==> src/rtl/gcd_pkg.sv <==
// Shared definitions for the GCD datapath/controller pair: default width, controller state
// encoding (so benches can decode the controller's state) and the result type.
package gcd_pkg;

  localparam int unsigned GCD_WIDTH = 8;

  // Controller state encoding; owned by the controller, published here for observers.
  localparam int unsigned GCD_STATE_W = 3;
  localparam logic [GCD_STATE_W-1:0] start_check = 3'd0;
  localparam logic [GCD_STATE_W-1:0] check_eq    = 3'd1;
  localparam logic [GCD_STATE_W-1:0] check_gt    = 3'd2;
  localparam logic [GCD_STATE_W-1:0] sub_a       = 3'd3;
  localparam logic [GCD_STATE_W-1:0] sub_b       = 3'd4;
  localparam logic [GCD_STATE_W-1:0] assign_res  = 3'd5;

  typedef logic [GCD_WIDTH-1:0] gcd_result_t;

  function automatic bit gcd_is_pow2(input int unsigned n);
    return (n != 0) && ((n & (n - 1)) == 0);
  endfunction

endpackage

==> src/rtl/gcd_datapath_if.sv <==
// Issuer/controller <-> datapath signal bundle: operand load, sel/wr strobes, status flags and
// the result FIFO valid/ready handshake.
interface gcd_datapath_if #(
  parameter int unsigned WIDTH = gcd_pkg::GCD_WIDTH
);

  logic [WIDTH-1:0] a_in;
  logic [WIDTH-1:0] b_in;
  logic             sel_A;
  logic             sel_B;
  logic             wr_A;
  logic             wr_B;
  logic             wr_res;
  logic             a_eq_b;
  logic             a_gt_b;
  logic [WIDTH-1:0] res_data;
  logic             res_valid;
  logic             res_ready;
  logic             res_full;
  logic             ovf_clr;
  logic             res_ovf;

  modport master (
    output a_in, b_in, sel_A, sel_B, wr_A, wr_B, wr_res, res_ready, ovf_clr,
    input  a_eq_b, a_gt_b, res_data, res_valid, res_full, res_ovf
  );

  modport slave (
    input  a_in, b_in, sel_A, sel_B, wr_A, wr_B, wr_res, res_ready, ovf_clr,
    output a_eq_b, a_gt_b, res_data, res_valid, res_full, res_ovf
  );

endinterface

==> src/rtl/gcd_result_fifo.sv <==
// Small result FIFO with valid/ready pop side, drop-on-full push and a sticky overflow flag.
module gcd_result_fifo
  import gcd_pkg::*;
#(
  parameter int unsigned WIDTH     = GCD_WIDTH,
  parameter int unsigned RES_DEPTH = 2
) (
  input  logic             clk,
  input  logic             rst,
  input  logic             push,
  input  logic [WIDTH-1:0] push_data,
  input  logic             pop_req,
  input  logic             ovf_clr,
  output logic [WIDTH-1:0] res_data,
  output logic             res_valid,
  output logic             res_full,
  output logic             res_ovf
);

  localparam int unsigned PtrW = $clog2(RES_DEPTH);
  localparam int unsigned CntW = PtrW + 1;

  logic [WIDTH-1:0] mem_q [RES_DEPTH];
  logic [PtrW-1:0]  wr_ptr_q, rd_ptr_q;
  logic [CntW-1:0]  count_q;
  logic             ovf_q;

  logic empty, full, pop, push_ok, drop;

  assign empty = (count_q == '0);
  assign full  = (count_q == CntW'(RES_DEPTH));
  assign pop   = pop_req && !empty;
  // A pop in the same cycle frees the slot the push lands in (wr_ptr == rd_ptr when full).
  assign push_ok = push && (!full || pop);
  assign drop    = push && full && !pop;

  always_ff @(posedge clk or posedge rst) begin
    if (rst) begin
      for (int i = 0; i < int'(RES_DEPTH); i++) begin
        mem_q[i] <= '0;
      end
      wr_ptr_q <= '0;
      rd_ptr_q <= '0;
      count_q  <= '0;
      ovf_q    <= 1'b0;
    end else begin
      if (push_ok) begin
        mem_q[wr_ptr_q] <= push_data;
        wr_ptr_q        <= wr_ptr_q + PtrW'(1);
      end
      if (pop) begin
        rd_ptr_q <= rd_ptr_q + PtrW'(1);
      end
      unique case ({push_ok, pop})
        2'b10:   count_q <= count_q + CntW'(1);
        2'b01:   count_q <= count_q - CntW'(1);
        default: count_q <= count_q;
      endcase
      if (drop) begin
        ovf_q <= 1'b1;
      end else if (ovf_clr) begin
        ovf_q <= 1'b0;
      end
    end
  end

  assign res_data  = empty ? '0 : mem_q[rd_ptr_q];
  assign res_valid = !empty;
  assign res_full  = full;
  assign res_ovf   = ovf_q;

endmodule

==> src/rtl/gcd_datapath.sv <==
// GCD datapath: operand registers A/B with subtract-and-replace, comparators and result FIFO.
// Optional macro GCD_ZERO_GUARD_EN terminates the controller loop for zero operands.
module gcd_datapath
  import gcd_pkg::*;
#(
  parameter int unsigned WIDTH     = GCD_WIDTH,
  parameter int unsigned RES_DEPTH = 2
) (
  input  logic            clk,
  input  logic            rst,
  gcd_datapath_if.slave   dp
);

  logic [WIDTH-1:0] a_q, b_q;
  logic [WIDTH-1:0] diff_ab, diff_ba;
  logic [WIDTH-1:0] push_data;
  logic             raw_eq, raw_gt;

  // Modulo 2^WIDTH; a wrap means the controller subtracted the wrong way round.
  assign diff_ab = a_q - b_q;
  assign diff_ba = b_q - a_q;

  always_ff @(posedge clk or posedge rst) begin
    if (rst) begin
      a_q <= '0;
      b_q <= '0;
    end else begin
      if (dp.wr_A) begin
        a_q <= dp.sel_A ? diff_ab : dp.a_in;
      end
      if (dp.wr_B) begin
        b_q <= dp.sel_B ? diff_ba : dp.b_in;
      end
    end
  end

  assign raw_eq = (a_q == b_q);
  assign raw_gt = (a_q > b_q);

`ifdef GCD_ZERO_GUARD_EN
  logic any_zero;
  assign any_zero  = (a_q == '0) || (b_q == '0);
  assign dp.a_eq_b = any_zero || raw_eq;
  assign dp.a_gt_b = !any_zero && raw_gt;
  // With one operand zero the other is the answer; both zero yields zero.
  assign push_data = a_q | b_q;
`else
  assign dp.a_eq_b = raw_eq;
  assign dp.a_gt_b = raw_gt;
  assign push_data = a_q;
`endif

  gcd_result_fifo #(
    .WIDTH     (WIDTH),
    .RES_DEPTH (RES_DEPTH)
  ) u_result_fifo (
    .clk       (clk),
    .rst       (rst),
    .push      (dp.wr_res),
    .push_data (push_data),
    .pop_req   (dp.res_ready),
    .ovf_clr   (dp.ovf_clr),
    .res_data  (dp.res_data),
    .res_valid (dp.res_valid),
    .res_full  (dp.res_full),
    .res_ovf   (dp.res_ovf)
  );

endmodule

==> src/flat_wrapper.sv <==
// flat-port wrapper written by rule: the top's interface ports become plain ports
module gcd_datapath_flat import gcd_pkg::*;
#(
  parameter int unsigned WIDTH     = GCD_WIDTH,
  parameter int unsigned RES_DEPTH = 2
)
  (clk, rst, dp_a_in, dp_b_in, dp_sel_A, dp_sel_B, dp_wr_A, dp_wr_B, dp_wr_res, dp_res_ready, dp_ovf_clr, dp_a_eq_b, dp_a_gt_b, dp_res_data, dp_res_valid, dp_res_full, dp_res_ovf);
  gcd_datapath_if #(.WIDTH(WIDTH)) dp_i ();
  input  logic clk;
  input  logic rst;
  input wire logic [$bits(dp_i.a_in)-1:0] dp_a_in;
  input wire logic [$bits(dp_i.b_in)-1:0] dp_b_in;
  input wire logic [$bits(dp_i.sel_A)-1:0] dp_sel_A;
  input wire logic [$bits(dp_i.sel_B)-1:0] dp_sel_B;
  input wire logic [$bits(dp_i.wr_A)-1:0] dp_wr_A;
  input wire logic [$bits(dp_i.wr_B)-1:0] dp_wr_B;
  input wire logic [$bits(dp_i.wr_res)-1:0] dp_wr_res;
  input wire logic [$bits(dp_i.res_ready)-1:0] dp_res_ready;
  input wire logic [$bits(dp_i.ovf_clr)-1:0] dp_ovf_clr;
  output wire logic [$bits(dp_i.a_eq_b)-1:0] dp_a_eq_b;
  output wire logic [$bits(dp_i.a_gt_b)-1:0] dp_a_gt_b;
  output wire logic [$bits(dp_i.res_data)-1:0] dp_res_data;
  output wire logic [$bits(dp_i.res_valid)-1:0] dp_res_valid;
  output wire logic [$bits(dp_i.res_full)-1:0] dp_res_full;
  output wire logic [$bits(dp_i.res_ovf)-1:0] dp_res_ovf;
  assign dp_i.a_in = dp_a_in;
  assign dp_i.b_in = dp_b_in;
  assign dp_i.sel_A = dp_sel_A;
  assign dp_i.sel_B = dp_sel_B;
  assign dp_i.wr_A = dp_wr_A;
  assign dp_i.wr_B = dp_wr_B;
  assign dp_i.wr_res = dp_wr_res;
  assign dp_i.res_ready = dp_res_ready;
  assign dp_i.ovf_clr = dp_ovf_clr;
  assign dp_a_eq_b = dp_i.a_eq_b;
  assign dp_a_gt_b = dp_i.a_gt_b;
  assign dp_res_data = dp_i.res_data;
  assign dp_res_valid = dp_i.res_valid;
  assign dp_res_full = dp_i.res_full;
  assign dp_res_ovf = dp_i.res_ovf;
  gcd_datapath #(.WIDTH(WIDTH), .RES_DEPTH(RES_DEPTH)) u_core (.clk(clk), .rst(rst), .dp(dp_i));
endmodule
==> config.mk <==
export PLATFORM = sky130hd
export DESIGN_NAME = gcd_datapath_flat
export DESIGN_NICKNAME = d
export VERILOG_FILES = /design/src/rtl/gcd_pkg.sv /design/src/rtl/gcd_datapath_if.sv /design/src/rtl/gcd_result_fifo.sv /design/src/rtl/gcd_datapath.sv /design/src/flat_wrapper.sv
export SDC_FILE = /design/constraint.sdc
export NUM_CORES = 1
export LEC_CHECK = 0
export CORE_AREA = 3 3 82 84
export DETAILED_ROUTE_END_ITERATION = 8
export DIE_AREA = 0 0 85 87
export GPL_TIMING_DRIVEN = 0
export RECOVER_POWER = 25
export SYNTH_ARGS = -nofsm -noshare
export SYNTH_HDL_FRONTEND = slang
export SYNTH_SLANG_ARGS = --single-unit
==> constraint.sdc <==
create_clock -name clk -period 2.65 [get_ports clk]
set_clock_uncertainty 0.1 [all_clocks]
set_input_delay 0.795 -clock clk [delete_from_list [all_inputs] [get_ports clk]]
set_output_delay 0.795 -clock clk [all_outputs]
set_load 0.01 [all_outputs]
==> results of run 1 <==
[power breakdown]
part	internal, W	switching (W)
combinational	0.00124	0.00114
sequential	0.000824	0.000232
clock	0.000274	0.000214
[state kept, by name (all words and copies together), names as in the netlist]
register / flops
u_core.b_q: 8
u_core.u_result_fifo.res_ovf: 1
u_core.a_q: 8
u_core.u_result_fifo.mem_q: 16
u_core.u_result_fifo.count_q: 2
u_core.u_result_fifo.rd_ptr_q: 1
u_core.u_result_fifo.wr_ptr_q: 1
[worst min path at each step]
stage	startpoint	endpoint	slack, ns	cells past startpoint
floorplan	u_core.u_result_fifo.mem_q[0]	u_core.u_result_fifo.mem_q[0]	0.35	2
global placement	u_core.u_result_fifo.mem_q[5]	u_core.u_result_fifo.mem_q[5]	0.36	2
detailed placement	u_core.u_result_fifo.mem_q[0]	u_core.u_result_fifo.mem_q[0]	0.37	2
CTS	u_core.u_result_fifo.mem_q[0]	u_core.u_result_fifo.mem_q[0]	0.39	2
global route	u_core.u_result_fifo.mem_q[3]	u_core.u_result_fifo.mem_q[3]	0.41	2
finish	u_core.u_result_fifo.mem_q[0]	u_core.u_result_fifo.mem_q[0]	0.38	2
[logic make-up (layout without fill, tap and decap cells)]
logic type               after synthesis  after routing  share of synthesized area [%]
flip-flops                            37             37                           38.7
AND/OR/NAND/NOR                       78             78                           16.2
XOR/XNOR                               6              6                           2.20
AO/OA/AOI/OAI                         64             64                           17.3
buffers and inverters                 36             94                           6.33
adder cells (fa/ha/maj)               18             18                           10.0
multiplexers                          21             21                           9.26
[final cells by class]
| cell class | instances | share of cell area, % |
|---|---|---|
| Buffer | 8 | 1.48 |
| Clock buffer | 5 | 2.20 |
| Clock inverter | 2 | 1.12 |
| Inverter | 26 | 3.12 |
| Multi-Input combinational cell | 187 | 44.1 |
| Sequential cell | 37 | 29.7 |
| Tap cell | 75 | 3.00 |
| Timing Repair Buffer | 53 | 15.3 |
[placed cells by master, fill, tap and decap left out, drive strengths merged, types with 2 or more instances in the layout]
cell type,Yosys,routed
nand3,11,11
o21ai,13,13
a2bb2oi,2,2
xnor2,4,4
clkdlybuf4s50,0,32
dlygate4sd3,0,2
o22a,3,3
or3,2,2
nor2,27,27
o311ai,4,4
a21oi,21,21
a22oi,2,2
nand2,12,12
nor2b,8,8
o211ai,3,3
and3,2,2
o2111ai,2,2
a21o,2,2
buf,4,22
or4,2,2
nand2b,3,3
mux2,9,9
a211o,2,2
o31a,2,2
dfrtp,37,37
o21a,4,4
clkinv,1,2
nand3b,4,4
or2,2,2
ha,16,16
nand4,2,2
xor2,2,2
mux2i,12,12
nor3b,2,2
fa,2,2
inv,25,25
clkbuf,6,10
[cell usage after synthesis, types with 2 or more instances]
cell	count	area, sq um
dfrtp_1	37	926
nor2_1	26	97.6
inv_1	25	93.8
a21oi_1	21	105
ha_1	16	200
o21ai_0	13	65.1
mux2i_1	12	120
nand2_1	12	45.0
nand3_1	11	55.1
mux2_2	9	101
nor2b_1	8	50.1
clkbuf_1	6	22.5
nand3b_1	4	30.0
o21a_1	4	30.0
o311ai_0	4	35.0
xnor2_1	4	35.0
nand2b_1	3	18.8
o211ai_1	3	22.5
o22a_1	3	26.3
a211o_1	2	17.5
a22oi_1	2	15.0
a2bb2oi_1	2	17.5
and3_1	2	12.5
buf_6	2	22.5
fa_1	2	40.0
nand4_1	2	12.5
nor3b_1	2	15.0
o2111ai_1	2	17.5
o31a_1	2	17.5
or2_2	2	12.5
or3_1	2	12.5
or4_1	2	15.0
xor2_1	2	17.5
[per-stage QoR]
stage | hold WS [ns] | power, W
global placement | 0.360 | 0.00305
floorplan | 0.350 | 0.00242
detailed placement | 0.371 | 0.00308
CTS | 0.388 | 0.00384
global route | 0.405 | 0.00424
finish | 0.381 | 0.00392
[critical path, delay by kind of cell, from the launching register on]
family,cells,cell delay (ns)
DFF,1,0.42
buffers and inverters,1,0.16
adders and majority gates,2,0.54
and+or+nand+nor,1,0.13
AOI/OAI and AO/OA,3,0.43
[repair_timing]
item / 4_1_cts / 5_1_grt
gates resized for setup: 16 / 9
setup buffers: 15 / 2
pin swaps: 5 / 6
setup endpoints to repair: 11 / 11
[metal layers]
| metal | wire (um) | vias up |
|---|---|---|
| li1 | - | 1025 |
| met1 | 2890 | 921 |
| met2 | 2600 | 61 |
| met3 | 266 | 10 |
| met4 | 49 | 0 |
| met5 | 0 | - |
==> flow_summary.ini, run 1 <==
[hold_path]
min_path_type = flop to flop

[cts]
htree_num_levels = 2
clk_pin_slew_ns = 0.07
cts_tree = done
clockBufferDepth = 2
ctsHoldBuffers = 0
cts_buffers = 5
cts.sinks = 37
clock_latency_ns = 0.29
cts_root_buffer = clkbuf_8

[global_routing]
antenna_found_initial = 0
grt_pass1_vias = 1952
grt_usage_pct = 16.5
top_usage_layer = met2
grt.overflow.total = 0
use_met1_pct = 24.0
met3_usage_pct = 2.93
grt_start_max_net_pins = 38
gr-usage-met2_pct = 25.7
grt_pass1_wl_um = 9720

[logic_synthesis]
synth_ff_type = dfrtp_1
syn_area_per_cell_sq_um = 9.20
yosysSeqAreaShare_pct = 38.7
post_synth_num_cell_types = 44
ys_warn_count = 0
ys_ff_latch = 37
async_flop_share_pct = 100
syn_nets = 303
syn-cell-area_sq_um = 2390
synthCells = 260
synth-edff-count = 0

[run_status]
outcome = complete, but fails checks
violations = negative setup slack

[floorplanning]
fp.coreArea_sq_um = 5990
die_h_um = 87
ios = 38
dieArea_sq_um = 7400
fp.dieW_um = 85
num_rows = 28
initial_core_util_pct = 39.9

[detailed_routing]
antenna_left = 0
firstDrtPassIters = 4
vias = 2017
wirelength_um = 5810
routed_via_density = 5.13
route.detailed.drc = 0
wl_per_cell_um = 14.8
drtIter0Drc = 95

[critical_path]
worstRegToRegCells = 15
crit_path_start_kind = flop
path_max_fanout = 3
cpPeakStageDelay_ns = 0.42
regToRegEndpoint = u_core.a_q[4]
endpoint_kind = primary output
crit_end = dp_a_gt_b
critPathArrivalTime_ns = 1.97
worst_r2r_startpoint = u_core.b_q[2]
cp.required_ns = 1.76
startpoint = u_core.b_q[0]
slowest_stage = dfrtp_1
critPathKind = flop to primary output
r2r_slack_ns = 0.21
cp_cell_sequence = ha_4, fa_2, nor2b_4, o31a_1, o311ai_2, a21oi_1, buf_2

[sta]
fmax_ghz = 0.349
final-hold-violation-count = 0
finalMaxSlewViolations = 0
relSlewSlack_pct = 5.28
final.setup.worst_slack_ns = -0.216
rsz0062_at_grt = yes
worst_pin_slew_ns = 1.42
setup_viol = 1
fin_crit_sh_pct = 108
timing.final.crit_period_ns = 2.87
tns_ns = -0.216

[placed_design]
dp_hpwl_um = 4150
preCtsSetupSlack_ns = -0.635
place.gp.congestion = 0.842
placed_area_sq_um = 2850
io_buffers = 36
dp_cells = 371

[final_layout]
multi_input_area_sq_um = 1380
fillers = 565
fin_area_sq_um = 3130
fin_util_pct = 52.2
drive_gt1_share_pct = 17.0
areaGrowthSynthToFinish_pct = 30.8
fin_cells = 393
seqCellArea_sq_um = 930
nNetsFinal = 361
diodes = 0

[power]
ir_drop_mv = 0.473
cellPowerDensity_nw_per_um2 = 1250
p_leak_nw = 1.41

[job]
maxCapViolations = 0
Power figures use the tool's default switching activity.
==> inputs of run 2 (changes only) <==
Settings changed: CTS_CLUSTER_DIAMETER set to 60, GPL_TIMING_DRIVEN 0 to not set.
==> flow_summary.ini, run 2 (synthesized netlist as in run 1, its figures left out) <==
[run_status]
outcome = complete, but fails checks
violations = negative setup slack

[hold_path]
min_path_type = flop to flop
whs_path_depth = 2
min_from = u_core.u_result_fifo.mem_q[6]
worstHoldEndpoint = u_core.u_result_fifo.mem_q[6]

[sta]
final-hold-violation-count = 0
setup_viol = 1
worst_pin_slew_ns = 0.919
relSlewSlack_pct = 38.7
timing.final.crit_period_ns = 2.90
final.setup.worst_slack_ns = -0.252
finalMaxSlewViolations = 0
fmax_ghz = 0.345
fin_crit_sh_pct = 110
rsz0062_at_grt = yes

[detailed_routing]
drtIter0Drc = 84
vias = 2095
wirelength_um = 5760
firstDrtPassIters = 4
wl_per_cell_um = 13.8
antenna_left = 0
route.detailed.drc = 0
routed_via_density = 5.02

[critical_path]
endpoint_kind = primary output
slowest_stage = dfrtp_1
cp.required_ns = 1.76
worst_r2r_startpoint = u_core.a_q[0]
worstRegToRegCells = 16
crit_path_start_kind = flop
path_max_fanout = 2
cpPeakStageDelay_ns = 0.37
r2r_slack_ns = 0.08
regToRegEndpoint = u_core.a_q[2]
path_depth = 8
cp_cell_sequence = inv_2, ha_4, fa_2, nor2b_2, o31a_1, o311ai_2, a21oi_1, buf_2
critPathArrivalTime_ns = 2.01
critPathKind = flop to primary output
path_delay_family = adder cells
critPathBufInv = 2

[power]
pwr-share-seq_pct = 25.5
p_switching_w = 0.00157
cellPowerDensity_nw_per_um2 = 1220
ir_drop_mv = 0.545
combPwrFrac_pct = 64.7
power_frac_clock_pct = 9.8
internal_power_w = 0.00240
p_sw_share_pct = 39.5
p_leak_nw = 1.53

[cts]
clockBufferDepth = 2
clock_latency_ns = 0.30
clk_pin_slew_ns = 0.08
cts_root_buffer = clkbuf_8
htree_num_levels = 2
cts_tree = done
ctsHoldBuffers = 0
cts_buffers = 5
cts.sinks = 37

[global_routing]
antenna_found_initial = 0
grt.overflow.total = 0
grt_usage_pct = 16.4
grt_pass1_wl_um = 9630
grt_pass1_vias = 2076
grt_start_max_net_pins = 38

[floorplanning]
dieArea_sq_um = 7400
fp.dieW_um = 85
num_rows = 28
fp.coreArea_sq_um = 5990
initial_core_util_pct = 39.9
ios = 38
die_h_um = 87

[final_layout]
layout_common_cells = buf_4 (45), dfrtp_1 (36), clkdlybuf4s50_1 (34), nor2_1 (26), inv_1 (24)
areaGrowthSynthToFinish_pct = 36.5
drive_gt1_share_pct = 21.9
fin_area_sq_um = 3260
fillers = 564
nNetsFinal = 384
largest_registers = u_core.u_result_fifo.mem_q: 16 flops, u_core.a_q: 8 flops, u_core.b_q: 8 flops
regMostFlops = u_core.u_result_fifo.mem_q
fin_util_pct = 54.5
final_common_cell = buf_4
diodes = 0
largest_reg_flops = 16

[placed_design]
place.gp.congestion = 0.794
dp_hpwl_um = 4460
io_buffers = 37
placed_area_sq_um = 3110

[job]
maxCapViolations = 0
-- run 2: final cells by class --
cell class,count,area [sq um],share of cell area [%]
sequential,37,927,28.4
inverter,26,97.6,2.99
timing repair buffer,84,723,22.2
clock buffer,6,72.6,2.22
tap,75,93.8,2.87
multi-input combinational,187,1340,41.1
clock inverter,2,10.0,0.307
-- run 2: worst register-to-register path, cell delays in order, from the launching register on --
cell and delay, ns:
dfrtp_1 0.39, inv_2 0.08, ha_4 0.14, fa_2 0.21
nor2b_2 0.05, buf_4 0.12, buf_4 0.12, buf_4 0.12
buf_4 0.12, buf_4 0.12, buf_4 0.12, buf_4 0.12
buf_4 0.12, buf_4 0.12, nor3_1 0.18, a21oi_1 0.06
a21oi_1 0.19
-- run 2: worst max path at each step --
stage / from / to
2_1_floorplan: u_core.a_q[0] / dp_a_gt_b
4_1_cts: u_core.a_q[0] / dp_a_gt_b
5_1_grt: u_core.b_q[0] / dp_a_gt_b
6_report: u_core.a_q[0] / dp_a_gt_b
3_3_place_gp: u_core.b_q[0] / dp_a_gt_b
3_5_place_dp: u_core.a_q[0] / dp_a_gt_b
-- run 2: power by group through the flow --
stage	clock network [W]	logic (W)	registers, W
after detailed placement	0	0.00241	0.00102
final	0.000388	0.00257	0.00101
after global placement	0	0.00239	0.00101
after CTS	0.000403	0.00254	0.00101
after floorplan	0	0.00146	0.000966
after global routing	0.000420	0.00284	0.00105
-- run 2: routing by layer --
layer	vias to the layer above	track usage [%]	share of wire (%)
li1	1080	-	-
met1	964	21.6	48
met2	44	27.6	46
met3	7	3.50	5.0
met4	0	4.17	0.99
met5	-	0	0
-- run 2: metrics by stage --
| stage | worst slack, ns | hold slack, ns | TNS [ns] | total power (W) | instances |
|---|---|---|---|---|---|
| 3_3_place_gp | -0.406 | 0.360 | -0.406 | 0.00339 | 401 |
| 6_report | -0.252 | 0.383 | -0.252 | 0.00397 | 417 |
| 3_5_place_dp | -0.393 | 0.373 | -0.393 | 0.00343 | 401 |
| 5_1_grt | -0.299 | 0.403 | -0.299 | 0.00431 | 417 |
| 4_1_cts | -0.251 | 0.389 | -0.251 | 0.00395 | 417 |
| 2_1_floorplan | 0.104 | 0.350 | 0 | 0.00242 | 260 |
-- run 2: repair_timing --
item                                    4_1_cts  5_1_grt
buffers inserted                              8        0
resized for setup                             9        7
endpoints found under the setup margin        2       12
pin swaps                                     2        4
==> edit: new RTL, flow settings as in run 1 <==
`RES_DEPTH` is set to 2 in 3 places; all go to 4.
--- a/src/rtl/gcd_result_fifo.sv
+++ b/src/rtl/gcd_result_fifo.sv
@@ -3,7 +3,7 @@
   import gcd_pkg::*;
 #(
   parameter int unsigned WIDTH     = GCD_WIDTH,
-  parameter int unsigned RES_DEPTH = 2
+  parameter int unsigned RES_DEPTH = 4
 ) (
   input  logic             clk,
   input  logic             rst,
--- a/src/rtl/gcd_datapath.sv
+++ b/src/rtl/gcd_datapath.sv
@@ -4,7 +4,7 @@
   import gcd_pkg::*;
 #(
   parameter int unsigned WIDTH     = GCD_WIDTH,
-  parameter int unsigned RES_DEPTH = 2
+  parameter int unsigned RES_DEPTH = 4
 ) (
   input  logic            clk,
   input  logic            rst,
--- a/src/flat_wrapper.sv
+++ b/src/flat_wrapper.sv
@@ -2,7 +2,7 @@
 module gcd_datapath_flat import gcd_pkg::*;
 #(
   parameter int unsigned WIDTH     = GCD_WIDTH,
-  parameter int unsigned RES_DEPTH = 2
+  parameter int unsigned RES_DEPTH = 4
 )
   (clk, rst, dp_a_in, dp_b_in, dp_sel_A, dp_sel_B, dp_wr_A, dp_wr_B, dp_wr_res, dp_res_ready, dp_ovf_clr, dp_a_eq_b, dp_a_gt_b, dp_res_data, dp_res_valid, dp_res_full, dp_res_ovf);
   gcd_datapath_if #(.WIDTH(WIDTH)) dp_i ();
Function: changed (a bounded check fails within 4 cycles, from zero or initial values and one cycle with rst high).
==> edit against run 1 <==
The run still ends with setup timing left; fmax shrank 3.7%; sequential power grew 48%; critical endpoint unchanged; setup slack lost 0.11 ns; largest power group unchanged; wire length grew 27%; power grew 32%; design area grew 32%; largest cell class unchanged; combinational power grew 27%; sequential cell count grew 19; synthesized area grew 41%.
==> edit: results (changes against run 1) <==
Cells and area
  • Antenna Cells: 0 (unchanged)
  • Fraction of layout cells with a size suffix above 1: 0.304 (+0.134)
  • Layout Nets: 412 (+14%)
  • Top Registers: u_core.u_result_fifo.mem_q: 32 flops, u_core.a_q: 8 flops, u_core.b_q: 8 flops
  • Filler cell count: 469 (-17%)

Synth
  • Syn_nets: 354 (+17%)
  • Most instantiated cells after synthesis: 56 x dfrtp_1, 32 x mux2_2, 29 x inv_1
  • Post-synth cell types: 47 (+6.8%)
  • Mux cell area share after synthesis: 0.176 (+0.0830)
  • Top cell type's share of synthesized area: 0.417 (+0.0295)
  • Sequential element share of the synthesized area: 0.417 (+0.0295)
  • Synth Area in Adders: 0.0922 (-0.00819)
  • Synth Area in XOR/XNOR: 0.0182 (-0.00374)
  • Top cells by area, synth: dfrtp_1 42%, mux2_2 11%, ha_1 7.4%, mux4_2 5.4%, inv_1 3.2%

Pwr
  • Peak VDD IR: 0.558 mV (+18%)
  • Pleak: 1.85 nW (+31%)
  • Seq pwr: 1.57 mW (+48%)
  • Gate power share: 0.586 (-0.020)
  • Sw Pwr: 1.99 mW (+26%)

CTS
  • CTS resizes: 71 (+55)
  • H-tree depth: 2 (unchanged)
  • Clk Latency, worst-skew pair: 0.31 ns (+0.02 ns)
  • Clock-pin slew on the worst setup and hold paths: 0.10 ns (+0.03 ns)
  • Setup bufs post-CTS: 16 (+1)

Hold path
  • Worst Hold End: u_core.u_result_fifo.count_q[0]
  • Min-delay src: u_core.u_result_fifo.count_q[0]

Detailed routing
  • Routed length per instance: 16.7 um (+13%)
  • Routed WL: 7.35 mm (+27%)
  • Drt initial violations: 103 (+8.4%)
  • Via count: 2501 (+24%)

Global routing
  • First-pass GRT wire length: 12.5 mm (+28%)
  • Overall Global Routing Usage: 0.212 (+0.0467)
  • Vias in the first global route: 2577 (+32%)
  • Largest net degree at the start of global routing: 37 (-2.6%)

Status
  • Status: complete, but fails checks
  • Failing checks: setup timing

Placed design
  • Gpl congestion: 0.880 (+4.4%)
  • Placed cell areas: 3850 sq um (+35%)
  • HPWL after DPL: 5.10 mm (+23%)

Setup path
  • Crit Path Max Fanout: 2 (-1)
  • R2R Path Start: u_core.u_result_fifo.count_q[0]
  • Critical R2R Capture: u_core.u_result_fifo.count_q[2]
  • Max incr delay on CP: 0.40 ns (-0.02 ns)
  • Worst R2R Setup Slack: 0.36 ns (+0.15 ns)
  • Worst Reg-to-Reg Cells: 10 (-5)

STA
  • Setup slack after layout: -0.327 ns (-0.110 ns)
  • Setup Viol. Count Final: 1 (unchanged)
  • Slew @ Worst Pin: 0.790 ns (-0.629 ns)
  • Hold WS: 0.396 ns (+0.0149 ns)
[edit: cell count changes after synthesis, sizes merged, moves of 2 or more]
cell / delta
mux4: +8
clkbuf: +2
mux2i: -7
and2: +9
dfrtp: +19
o22a: +2
o21ai: -6
mux2: +23
a21oi: -2
nor2: -12
ha: +4
a22oi: -2
inv: +4
[edit: cell type report]
| cell class | count | area, sq um | area share |
|---|---|---|---|
| Sequential cell | 56 | 1410 | 0.341 |
| Tap cell | 75 | 93.8 | 0.0227 |
| Buffer | 9 | 57.6 | 0.0139 |
| Clock buffer | 5 | 68.8 | 0.0166 |
| Inverter | 30 | 113 | 0.0272 |
| Multi-Input combinational cell | 207 | 1890 | 0.456 |
| Clock inverter | 3 | 42.5 | 0.0103 |
| Timing Repair Buffer | 55 | 465 | 0.112 |
[edit: metal layers]
metal,track usage,up-vias,part of all wire
li1,-,1203,-
met1,0.266,1228,0.43
met2,0.379,55,0.52
met3,0.0312,15,0.031
met4,0.0633,0,0.019
met5,0,-,0
